==> config.mk <==
export PLATFORM = sky130hd
export DESIGN_NAME = tx_frame_serializer_flat
export DESIGN_NICKNAME = d
export VERILOG_FILES = /design/src/rtl/tx_frame_serializer_if.sv /design/src/rtl/tx_frame_serializer.sv /design/src/flat_wrapper.sv
export SDC_FILE = /design/constraint.sdc
export NUM_CORES = 1
export LEC_CHECK = 0
export CELL_PAD_IN_SITES_DETAIL_PLACEMENT = 1
export CELL_PAD_IN_SITES_GLOBAL_PLACEMENT = 1
export CORE_ASPECT_RATIO = 0.75
export CORE_UTILIZATION = 43
export CTS_CLUSTER_DIAMETER = 120
export DETAILED_ROUTE_END_ITERATION = 8
export PLACE_DENSITY_LB_ADDON = 0.3
export REMOVE_ABC_BUFFERS = 1
export SLEW_MARGIN = 20
export SYNTH_ARGS = -nofsm -noshare
export SYNTH_HDL_FRONTEND = slang
export SYNTH_SLANG_ARGS = --single-unit
==> constraint.sdc <==
create_clock -name clk -period 2.65 [get_ports clk]
set_input_delay 0.53 -clock clk [delete_from_list [all_inputs] [get_ports clk]]
set_output_delay 0.53 -clock clk [all_outputs]
set_load 0.005 [all_outputs]
==> src/rtl/tx_frame_serializer_if.sv <==
// rtl/tx_frame_serializer_if.sv - fabric-side write port and serial line of one output port
interface tx_frame_serializer_if #(
  parameter int PACKET_WIDTH = 8,
  parameter int SLOTS        = 4,
  parameter int SLOT_W       = $clog2(SLOTS)
);
  logic                    i_bit_en;
  logic                    i_bank_sel;
  logic                    i_wr_en;
  logic                    i_wr_payload;
  logic [SLOT_W-1:0]       i_wr_slot;
  logic [PACKET_WIDTH-1:0] i_wr_data;
  logic                    o_serial_out;
  logic                    o_tx_busy;
  logic                    o_word_sync;
  logic                    o_frame_done;
  logic                    o_tx_overrun;

  modport master (
    output i_bit_en, i_bank_sel, i_wr_en, i_wr_payload, i_wr_slot, i_wr_data,
    input  o_serial_out, o_tx_busy, o_word_sync, o_frame_done, o_tx_overrun
  );

  modport slave (
    input  i_bit_en, i_bank_sel, i_wr_en, i_wr_payload, i_wr_slot, i_wr_data,
    output o_serial_out, o_tx_busy, o_word_sync, o_frame_done, o_tx_overrun
  );
endinterface

==> src/rtl/tx_frame_serializer.sv <==
// rtl/tx_frame_serializer.sv - double-banked frame buffer serialized MSB-first with odd header parity
module tx_frame_serializer #(
  parameter int PACKET_WIDTH = 8,
  parameter int SLOTS        = 4,
  parameter int SLOT_W       = $clog2(SLOTS)
) (
  input  logic                 clk,
  input  logic                 rst,
  tx_frame_serializer_if.slave bus
);
  // Bit index decomposes as {slot, payload_flag, bit_in_word}; widths assume powers of two.
  localparam int BIT_W      = $clog2(PACKET_WIDTH);
  localparam int FRAME_BITS = 2 * SLOTS * PACKET_WIDTH;
  localparam int IDX_W      = $clog2(FRAME_BITS);
  localparam logic [IDX_W-1:0] LAST_IDX = IDX_W'(FRAME_BITS - 1);

  typedef enum logic [1:0] {IDLE, ARMED, SHIFT, DRAIN} state_t;

  state_t                  r_state, w_state_nx;
  logic [IDX_W-1:0]        r_idx, w_idx_nx;
  logic                    r_bank_q, r_rd_bank;
  logic                    r_serial, w_serial_nx;
  logic                    r_word_sync, w_word_sync_nx;
  logic                    r_frame_done, w_frame_done_nx;
  logic                    r_tx_overrun, w_tx_overrun_nx;
  logic [PACKET_WIDTH-1:0] r_hdr [2][SLOTS];
  logic [PACKET_WIDTH-1:0] r_pay [2][SLOTS];

  logic                    w_swap, w_clr, w_is_pay, w_bit;
  logic [SLOT_W-1:0]       w_slot;
  logic [BIT_W-1:0]        w_pos;
  logic [PACKET_WIDTH-1:0] w_hdr, w_word;

  assign w_swap   = bus.i_bank_sel != r_bank_q;
  assign w_slot   = r_idx[IDX_W-1 -: SLOT_W];
  assign w_is_pay = r_idx[BIT_W];
  assign w_pos    = ~r_idx[BIT_W-1:0];
  assign w_hdr    = r_hdr[r_rd_bank][w_slot];
  assign w_bit    = w_word[w_pos];

  // An all-zero header marks an empty slot: header and payload both go out as zeros.
  always_comb begin
    w_word = '0;
    if (w_hdr != '0) begin
      if (w_is_pay) w_word = r_pay[r_rd_bank][w_slot];
      else          w_word = {w_hdr[PACKET_WIDTH-1:1], ~^w_hdr[PACKET_WIDTH-1:1]};
    end
  end

  always_comb begin
    w_state_nx      = r_state;
    w_idx_nx        = r_idx;
    w_serial_nx     = r_serial;
    w_word_sync_nx  = r_word_sync;
    w_frame_done_nx = 1'b0;
    w_tx_overrun_nx = 1'b0;
    w_clr           = 1'b0;
    case (r_state)
      IDLE: begin
        w_serial_nx    = 1'b0;
        w_word_sync_nx = 1'b0;
        if (w_swap) begin
          w_state_nx = ARMED;
          w_idx_nx   = '0;
        end
      end
      ARMED, SHIFT, DRAIN: begin
        if (w_swap) begin
          w_state_nx      = ARMED;
          w_idx_nx        = '0;
          w_serial_nx     = 1'b0;
          w_word_sync_nx  = 1'b0;
          w_tx_overrun_nx = 1'b1;
        end else if (bus.i_bit_en && r_state == DRAIN) begin
          w_state_nx      = IDLE;
          w_idx_nx        = '0;
          w_serial_nx     = 1'b0;
          w_word_sync_nx  = 1'b0;
          w_frame_done_nx = 1'b1;
        end else if (bus.i_bit_en) begin
          w_serial_nx    = w_bit;
          w_word_sync_nx = (r_idx[BIT_W-1:0] == '0);
          w_idx_nx       = r_idx + 1'b1;
          w_state_nx     = (r_idx == LAST_IDX) ? DRAIN : SHIFT;
          w_clr          = &r_idx[BIT_W:0];
        end
      end
      default: w_state_nx = IDLE;
    endcase
  end

  always_ff @(posedge clk or negedge rst) begin
    if (!rst) begin
      r_state      <= IDLE;
      r_idx        <= '0;
      r_bank_q     <= 1'b0;
      r_rd_bank    <= 1'b0;
      r_serial     <= 1'b0;
      r_word_sync  <= 1'b0;
      r_frame_done <= 1'b0;
      r_tx_overrun <= 1'b0;
    end else begin
      r_state      <= w_state_nx;
      r_idx        <= w_idx_nx;
      r_bank_q     <= bus.i_bank_sel;
      r_serial     <= w_serial_nx;
      r_word_sync  <= w_word_sync_nx;
      r_frame_done <= w_frame_done_nx;
      r_tx_overrun <= w_tx_overrun_nx;
      if (w_swap) r_rd_bank <= r_bank_q;
    end
  end

  // Fabric writes and clear-after-send always target different banks.
  always_ff @(posedge clk or negedge rst) begin
    if (!rst) begin
      for (int b = 0; b < 2; b++) begin
        for (int s = 0; s < SLOTS; s++) begin
          r_hdr[b][s] <= '0;
          r_pay[b][s] <= '0;
        end
      end
    end else begin
      if (bus.i_wr_en) begin
        if (bus.i_wr_payload) r_pay[bus.i_bank_sel][bus.i_wr_slot] <= bus.i_wr_data;
        else                  r_hdr[bus.i_bank_sel][bus.i_wr_slot] <= bus.i_wr_data;
      end
      if (w_clr) begin
        r_hdr[r_rd_bank][w_slot] <= '0;
        r_pay[r_rd_bank][w_slot] <= '0;
      end
    end
  end

  assign bus.o_serial_out = r_serial;
  assign bus.o_tx_busy    = (r_state != IDLE);
  assign bus.o_word_sync  = r_word_sync;
  assign bus.o_frame_done = r_frame_done;
  assign bus.o_tx_overrun = r_tx_overrun;
endmodule

==> src/flat_wrapper.sv <==
// flat-port wrapper written by rule: the top's interface ports become plain ports
module tx_frame_serializer_flat 
#(
  parameter int PACKET_WIDTH = 8,
  parameter int SLOTS        = 4,
  parameter int SLOT_W       = $clog2(SLOTS)
)
  (clk, rst, bus_i_bit_en, bus_i_bank_sel, bus_i_wr_en, bus_i_wr_payload, bus_i_wr_slot, bus_i_wr_data, bus_o_serial_out, bus_o_tx_busy, bus_o_word_sync, bus_o_frame_done, bus_o_tx_overrun);
  tx_frame_serializer_if #(.PACKET_WIDTH(PACKET_WIDTH), .SLOTS(SLOTS), .SLOT_W(SLOT_W)) bus_i ();
  input  logic clk;
  input  logic rst;
  input wire logic [$bits(bus_i.i_bit_en)-1:0] bus_i_bit_en;
  input wire logic [$bits(bus_i.i_bank_sel)-1:0] bus_i_bank_sel;
  input wire logic [$bits(bus_i.i_wr_en)-1:0] bus_i_wr_en;
  input wire logic [$bits(bus_i.i_wr_payload)-1:0] bus_i_wr_payload;
  input wire logic [$bits(bus_i.i_wr_slot)-1:0] bus_i_wr_slot;
  input wire logic [$bits(bus_i.i_wr_data)-1:0] bus_i_wr_data;
  output wire logic [$bits(bus_i.o_serial_out)-1:0] bus_o_serial_out;
  output wire logic [$bits(bus_i.o_tx_busy)-1:0] bus_o_tx_busy;
  output wire logic [$bits(bus_i.o_word_sync)-1:0] bus_o_word_sync;
  output wire logic [$bits(bus_i.o_frame_done)-1:0] bus_o_frame_done;
  output wire logic [$bits(bus_i.o_tx_overrun)-1:0] bus_o_tx_overrun;
  assign bus_i.i_bit_en = bus_i_bit_en;
  assign bus_i.i_bank_sel = bus_i_bank_sel;
  assign bus_i.i_wr_en = bus_i_wr_en;
  assign bus_i.i_wr_payload = bus_i_wr_payload;
  assign bus_i.i_wr_slot = bus_i_wr_slot;
  assign bus_i.i_wr_data = bus_i_wr_data;
  assign bus_o_serial_out = bus_i.o_serial_out;
  assign bus_o_tx_busy = bus_i.o_tx_busy;
  assign bus_o_word_sync = bus_i.o_word_sync;
  assign bus_o_frame_done = bus_i.o_frame_done;
  assign bus_o_tx_overrun = bus_i.o_tx_overrun;
  tx_frame_serializer #(.PACKET_WIDTH(PACKET_WIDTH), .SLOTS(SLOTS), .SLOT_W(SLOT_W)) u_core (.clk(clk), .rst(rst), .bus(bus_i));
endmodule
* Word level (Yosys, flattened, before mapping)
Cells that the tools add are included.
** Cells by class
- Add/subtract/negate cells :: 1
- $lt $le $gt $ge :: 9
- Eq/ne operators :: 7
- Mux-type cells :: 60
- Bitwise gates (word level) :: 8
- Reductions and logical operators :: 13
** Operator list (count)
- 64-bit two-way mux :: 6
- 32-bit two-way mux :: 8
- 64-bit bitwise AND :: 2
- 64-bit bitwise mux :: 2
- 32-bit demux with 1-bit select :: 2
- 8-bit two-way mux :: 8
- 64-bit inverter :: 1
- 8-bit binary-select mux with 2-bit select :: 2
- 8-bit demux with 2-bit select :: 2
- 6-bit two-way mux :: 4
- 1-bit two-way mux :: 17
- 6-bit case mux with 2 select lines :: 1
- 2-bit two-way mux :: 4
- 8-bit nonzero test :: 1
- 7-bit XNOR reduction :: 1
- 6-bit by 1-bit adder with 6-bit output, second input constant :: 1
- 6-bit equality test, second input constant :: 1
- 3-bit greater-or-equal comparator, second input constant :: 2
- 3-bit by 1-bit < comparator with 1-bit output, second input constant :: 2
- 2-bit inverter with 3-bit output :: 2
- 1-bit logical AND :: 5
- 2-bit equality test, second input constant :: 2
- 2-bit greater-or-equal comparator, second input constant :: 2
- 2-bit by 1-bit < comparator with 1-bit output, second input constant :: 2
- other kinds (16) :: 18
** Word-level totals
- Register bits :: 142
- Input port bits :: 16

* Depth between registers and ports, before layout
- Depth in word-level cells :: 16
- Depth in mapped cells :: 10

* Worst setup path before layout
OpenSTA, ideal clock, no wires.
- Path kind :: in2reg
- From :: input bus_i_bank_sel
- To :: register u_core.r_hdr[38] (netlist bit)
- Library setup time :: 0.121 ns
- Data arrival time :: 2.041 ns
- Required time :: 2.529 ns
- Setup slack :: 0.487 ns
- Cell stages on the path :: 7
- Path buffers :: 2
- Path through :: clkbuf_1 -> xnor2_1 -> nand3_1 -> or3_4 -> nor2_2 -> buf_2 -> nor2_1
** On the way
- Cells in the longest elaborated chain, start to end :: 10
- Elaborated cells between the ends (all ways) :: 14
- Classes of those cells :: order compare (2); eq/ne (1); mux (8); bitwise (2); reduce/logical (1)
** Ends and longest elaborated chain
- start, declared :: RTL line flat_wrapper.sv:13 : input wire logic [$bits(bus_i.i_bank_sel)-1:0] bus_i_bank_sel;
- 1-bit inverter with 2-bit output (not written as such) :: RTL line tx_frame_serializer.sv:126 : else r_hdr[bus.i_bank_sel][bus.i_wr_slot] <= bus.i_wr_data;
- 2-bit greater-or-equal comparator (not written as such) / 2-bit by 1-bit < comparator with 1-bit output (equally long branches) :: RTL line tx_frame_serializer.sv:126
- 1-bit logical AND (not written as such) :: RTL line tx_frame_serializer.sv:126
- 32-bit two-way mux (not written as such) :: RTL line tx_frame_serializer.sv:126
- 32-bit demux with 1-bit select :: RTL line tx_frame_serializer.sv:126
- 64-bit bitwise mux :: RTL line tx_frame_serializer.sv:126
- 64-bit two-way mux :: RTL line tx_frame_serializer.sv:125 : if (bus.i_wr_payload) r_pay[bus.i_bank_sel][bus.i_wr_slot] <= bus.i_wr_data;
- 64-bit two-way mux :: RTL line tx_frame_serializer.sv:124 : if (bus.i_wr_en) begin
- 64-bit bitwise AND (no source line)
- 64-bit two-way mux (*) :: RTL line tx_frame_serializer.sv:128 : if (w_clr) begin
- end signal, assigned by index :: RTL line tx_frame_serializer.sv:126
- end, declared :: RTL line tx_frame_serializer.sv:26 : logic [PACKET_WIDTH-1:0] r_hdr [2][SLOTS];
Mark *: on every way between the ends. The rest lies on a longest branch, timed or not.
A chain may end at the register's enable or synchronous reset.

* Worst setup path in the final report
- From :: register u_core.r_idx[5]
- To :: register u_core.r_serial, in the netlist u_core.bus.o_serial_out
** On the way
- Cells in the longest elaborated chain, start to end :: 13
- Elaborated cells between the ends (all ways) :: 17
- Classes of those cells :: mux (14); bitwise (1); reduce/logical (2)
** Ends and longest elaborated chain
- start, declared :: RTL line tx_frame_serializer.sv:20 : logic [IDX_W-1:0] r_idx, w_idx_nx;
- start signal, assigned :: RTL line tx_frame_serializer.sv:104 : r_idx <= w_idx_nx;
- 2-bit inverter with 3-bit output (not written as such) (*) :: RTL line tx_frame_serializer.sv:38, tx_frame_serializer.sv:45
- 8-bit binary-select mux with 2-bit select :: RTL line tx_frame_serializer.sv:38 : assign w_hdr = r_hdr[r_rd_bank][w_slot];
- 8-bit two-way mux (not written as such) (2 in a row) :: RTL line tx_frame_serializer.sv:38
- 7-bit XNOR reduction :: RTL line tx_frame_serializer.sv:46 : else w_word = {w_hdr[PACKET_WIDTH-1:1], ~^w_hdr[PACKET_WIDTH-1:1]};
- 8-bit two-way mux :: RTL line tx_frame_serializer.sv:45 : if (w_is_pay) w_word = r_pay[r_rd_bank][w_slot];
- 8-bit two-way mux (*) :: RTL line tx_frame_serializer.sv:44 : if (w_hdr != '0) begin
- 1-bit binary-select mux with 3-bit select (*) :: RTL line tx_frame_serializer.sv:39 : assign w_bit = w_word[w_pos];
- 1-bit two-way mux (not written as such) (*) :: RTL line tx_frame_serializer.sv:39
- 1-bit two-way mux (*) :: RTL line tx_frame_serializer.sv:80 : end else if (bus.i_bit_en) begin
- 1-bit two-way mux (*) :: RTL line tx_frame_serializer.sv:74 : end else if (bus.i_bit_en && r_state == DRAIN) begin
- 1-bit two-way mux (*) :: RTL line tx_frame_serializer.sv:68 : if (w_swap) begin
- 1-bit case mux with 2 select lines (*) :: RTL line tx_frame_serializer.sv:58 : case (r_state)
- end signal, assigned :: RTL line tx_frame_serializer.sv:106 : r_serial <= w_serial_nx;
- end, declared :: RTL line tx_frame_serializer.sv:22 : logic r_serial, w_serial_nx;
Mark *: on every way between the ends. The rest lies on a longest branch, timed or not. The select of a mux whose other input is x is not followed.

==> flow_metrics.tcl <==
set metrics [dict create \
    cts_resized 0 \
    tightest_slew_ns 0.818 \
    vias 5154 \
    max_stage_delay_ns 0.57 \
    arrival_ns 2.77 \
    syn_area_mm2 0.00721 \
    cts_tree "built" \
    fin_nets 681 \
    drt-initial-drc-count 348 \
    routed_via_density 5.82 \
    insertedDiodeCount 0 \
    n_fill_cell 1685 \
    endpoint_kind "register" \
    maxCapViolCount 0 \
    fin_crit_ns 2.45 \
    antenna_left 0 \
    grt_overflow 0 \
    hold_class "in -> async" \
    wl_um 21300 \
    clk_pin_slew_ns 0.07 \
    synthSimpleGateAreaFrac_pct 12.9 \
    wl_per_cell_um 24.1 \
    cp_num_buf_inv 1 \
    synth-compound-area-share_pct 2.60 \
    synth_xor_area_share_pct 1.32 \
    fin_ws_ns 0.197 \
    final_max_slew_viol_count 0 \
    synth_top_family_by_area "multiplexers" \
    numPortBuffers 20 \
    final-seq-area_mm2 0.00356 \
    max_freq_mhz 408 \
    wl_met2_um 10100 \
    synthTopCellsByArea "dfrtp_1, mux2i_1, mux4_2" \
    layout_commonest_cell "nor2_1" \
    die-height_um 114 \
    crit_path_start_kind "register" \
    drc 0 \
    final_util_pct 52.2 \
    synth_edf_count 0 \
    place_ws_ns 0.188 \
    min_period_over_period_pct 92.6 \
    clock_path_buffers 2 \
    outcome "complete, no violations" \
    critPathSlowestCell "mux4_2" \
    skew_ns 0.00878 \
    met1_length_um 9800 \
    grt_pass1_wl_um 33700 \
    ys_ff_latch 142 \
    critical_path.max_fanout 19 \
    drive_above_1_share_pct 18.2 \
    pin_count 21 \
    dr.pass1.iters 5 \
    hpwl_um 14600 \
    die_x_um 152 \
    numCtsBuffers 17 \
    yosysTopAreaCell "dfrtp_1" \
    async_flop_share_pct 100 \
    hold_viol 0 \
    grt_max_degree 56 \
    dieArea_mm2 0.0173 \
    post_dp_cell_area_mm2 0.00789 \
    syn_avg_cell_area_um2 11.7 \
    path_cells "buf_12, mux4_2, mux2i_4, nand4_1, nor4b_1, nor2_1, o2111ai_1, o21ai_1" \
    clock_latency_ns 0.43 \
    cp.required_ns 2.96 \
    synthAdderAreaFrac_pct 0.486 \
    cp_top_family "multiplexers" \
    synth_top_area_share_pct 49.3 \
    stdcell_area_mm2 0.00846 \
    ys_seq_area_share_pct 49.3 \
    tns_ns 0 \
    core_region_area_mm2 0.0162 \
    hold_buffers 0 \
    grt_pass1_vias 5684 \
    synth_mux_area_share_pct 30.3 \
    ys_types 46 \
    root_buffer "clkbuf_16" \
    synthFlopType "dfrtp_1" \
    area_delta_synth_final_pct 17.3 \
    grt_antenna_before_repair 0 \
    post_cts_buffers 0 \
    place_congestion 0.861 \
    met3WireLength_um 928 \
    synth_cells 617 \
    start_util_pct 44.5 \
    cts.sinks 142 \
    grtUsageTotal_pct 27.2 \
    htree_levels 4 \
    p_leak_uw 0.00372 \
    power_density_mw_per_mm2 780 \
    crit_type "reg -> reg" \
    rows 40 \
    rsz0062_at_grt "false" \
    mostFrequentLayoutCells "nor2_1, dfrtp_1, mux2i_1" \
    ir_drop_uv 411 \
    highest_layer "met5" \
    multi_input_area_mm2 0.00343 \
    finalPower_uw 6600 \
    synth_warnings 0 \
    relSlewSlack_pct 45.3 \
    finalSetupViolations 0 \
]
logic make-up after synthesis:
family                     after synthesis
AOI/OAI and AO/OA                       31
xor gates and xnor gates                10
adders and majority gates                3
buffers and inverters                   45
DFF                                    142
muxes                                  171
and+or+nand+nor                        215
per-stage QoR:
stage,hold WS (ns),std cells
floorplan,0.234,578
global placement,0.493,854
detailed placement,0.495,854
CTS,0.0456,885
global route,0.0536,885
finish,0.0354,885
per-layer routing:
| layer | vias to the layer above | global-route usage, % |
|---|---|---|
| met5 | - | 4.12 |
| met4 | 2 | 8.78 |
| met3 | 30 | 6.89 |
| met1 | 2745 | 36.6 |
| li1 | 2259 | - |
| met2 | 118 | 42.6 |
cells in the mapped netlist, types with 2 or more instances:
library cell,instances
or3_1,2
nor2_1,143
o21ai_0,10
dfrtp_1,142
nand3b_1,2
nor3_1,2
mux4_2,28
buf_4,3
mux2i_1,132
nand3_1,16
nand4_1,4
xor2_1,4
nor2b_1,4
nand2b_1,5
mux4_1,3
o2111ai_1,2
nor2_2,3
buf_2,13
ha_1,2
clkbuf_1,17
nand2_1,27
mux2_2,2
mux2i_4,6
o31ai_1,2
inv_1,6
buf_1,2
xnor2_1,5
buf_6,4
a21oi_1,9
final cells by class:
type / count / share of cell area (%)
Clock buffer: 21 / 5.44
Timing Repair Buffer: 66 / 7.20
Clock inverter: 10 / 1.35
Sequential cell: 142 / 42.0
Inverter: 6 / 0.266
Multi-Input combinational cell: 430 / 40.6
Tap cell: 210 / 3.11
sequential cells by signal (all words and copies together), names as in the netlist:
name	cells
u_core.bus.o_frame_done	1
u_core.bus.o_serial_out	1
u_core.bus.o_tx_overrun	1
u_core.bus.o_word_sync	1
u_core.r_bank_q	1
u_core.r_hdr	64
u_core.r_idx	6
u_core.r_pay	64
u_core.r_rd_bank	1
u_core.r_state	2
final timing paths:
path                                               startpoint                             endpoint  slack [ns]  cells past startpoint
min in group clk           u_core.bus.o_word_sync$_DFFE_PN0P_   u_core.bus.o_word_sync$_DFFE_PN0P_        0.51                      2
min                                                       rst           u_core.r_hdr[28]$_DFF_PN0_        0.04                      1
max in group asynchronous                                 rst            u_core.r_hdr[0]$_DFF_PN0_        1.90                      2
min reg2reg                u_core.bus.o_word_sync$_DFFE_PN0P_   u_core.bus.o_word_sync$_DFFE_PN0P_        0.51                      2
max                               u_core.r_idx[5]$_DFFE_PN0P_  u_core.bus.o_serial_out$_DFFE_PN0P_        0.20                      8
max reg2reg                       u_core.r_idx[5]$_DFFE_PN0P_  u_core.bus.o_serial_out$_DFFE_PN0P_        0.20                      8
power by group:
group | internal [uW] | switching [uW]
combinational | 618 | 655
clock | 1430 | 944
sequential | 2640 | 311
total | 4690 | 1910
Power figures use the tool's default switching activity.
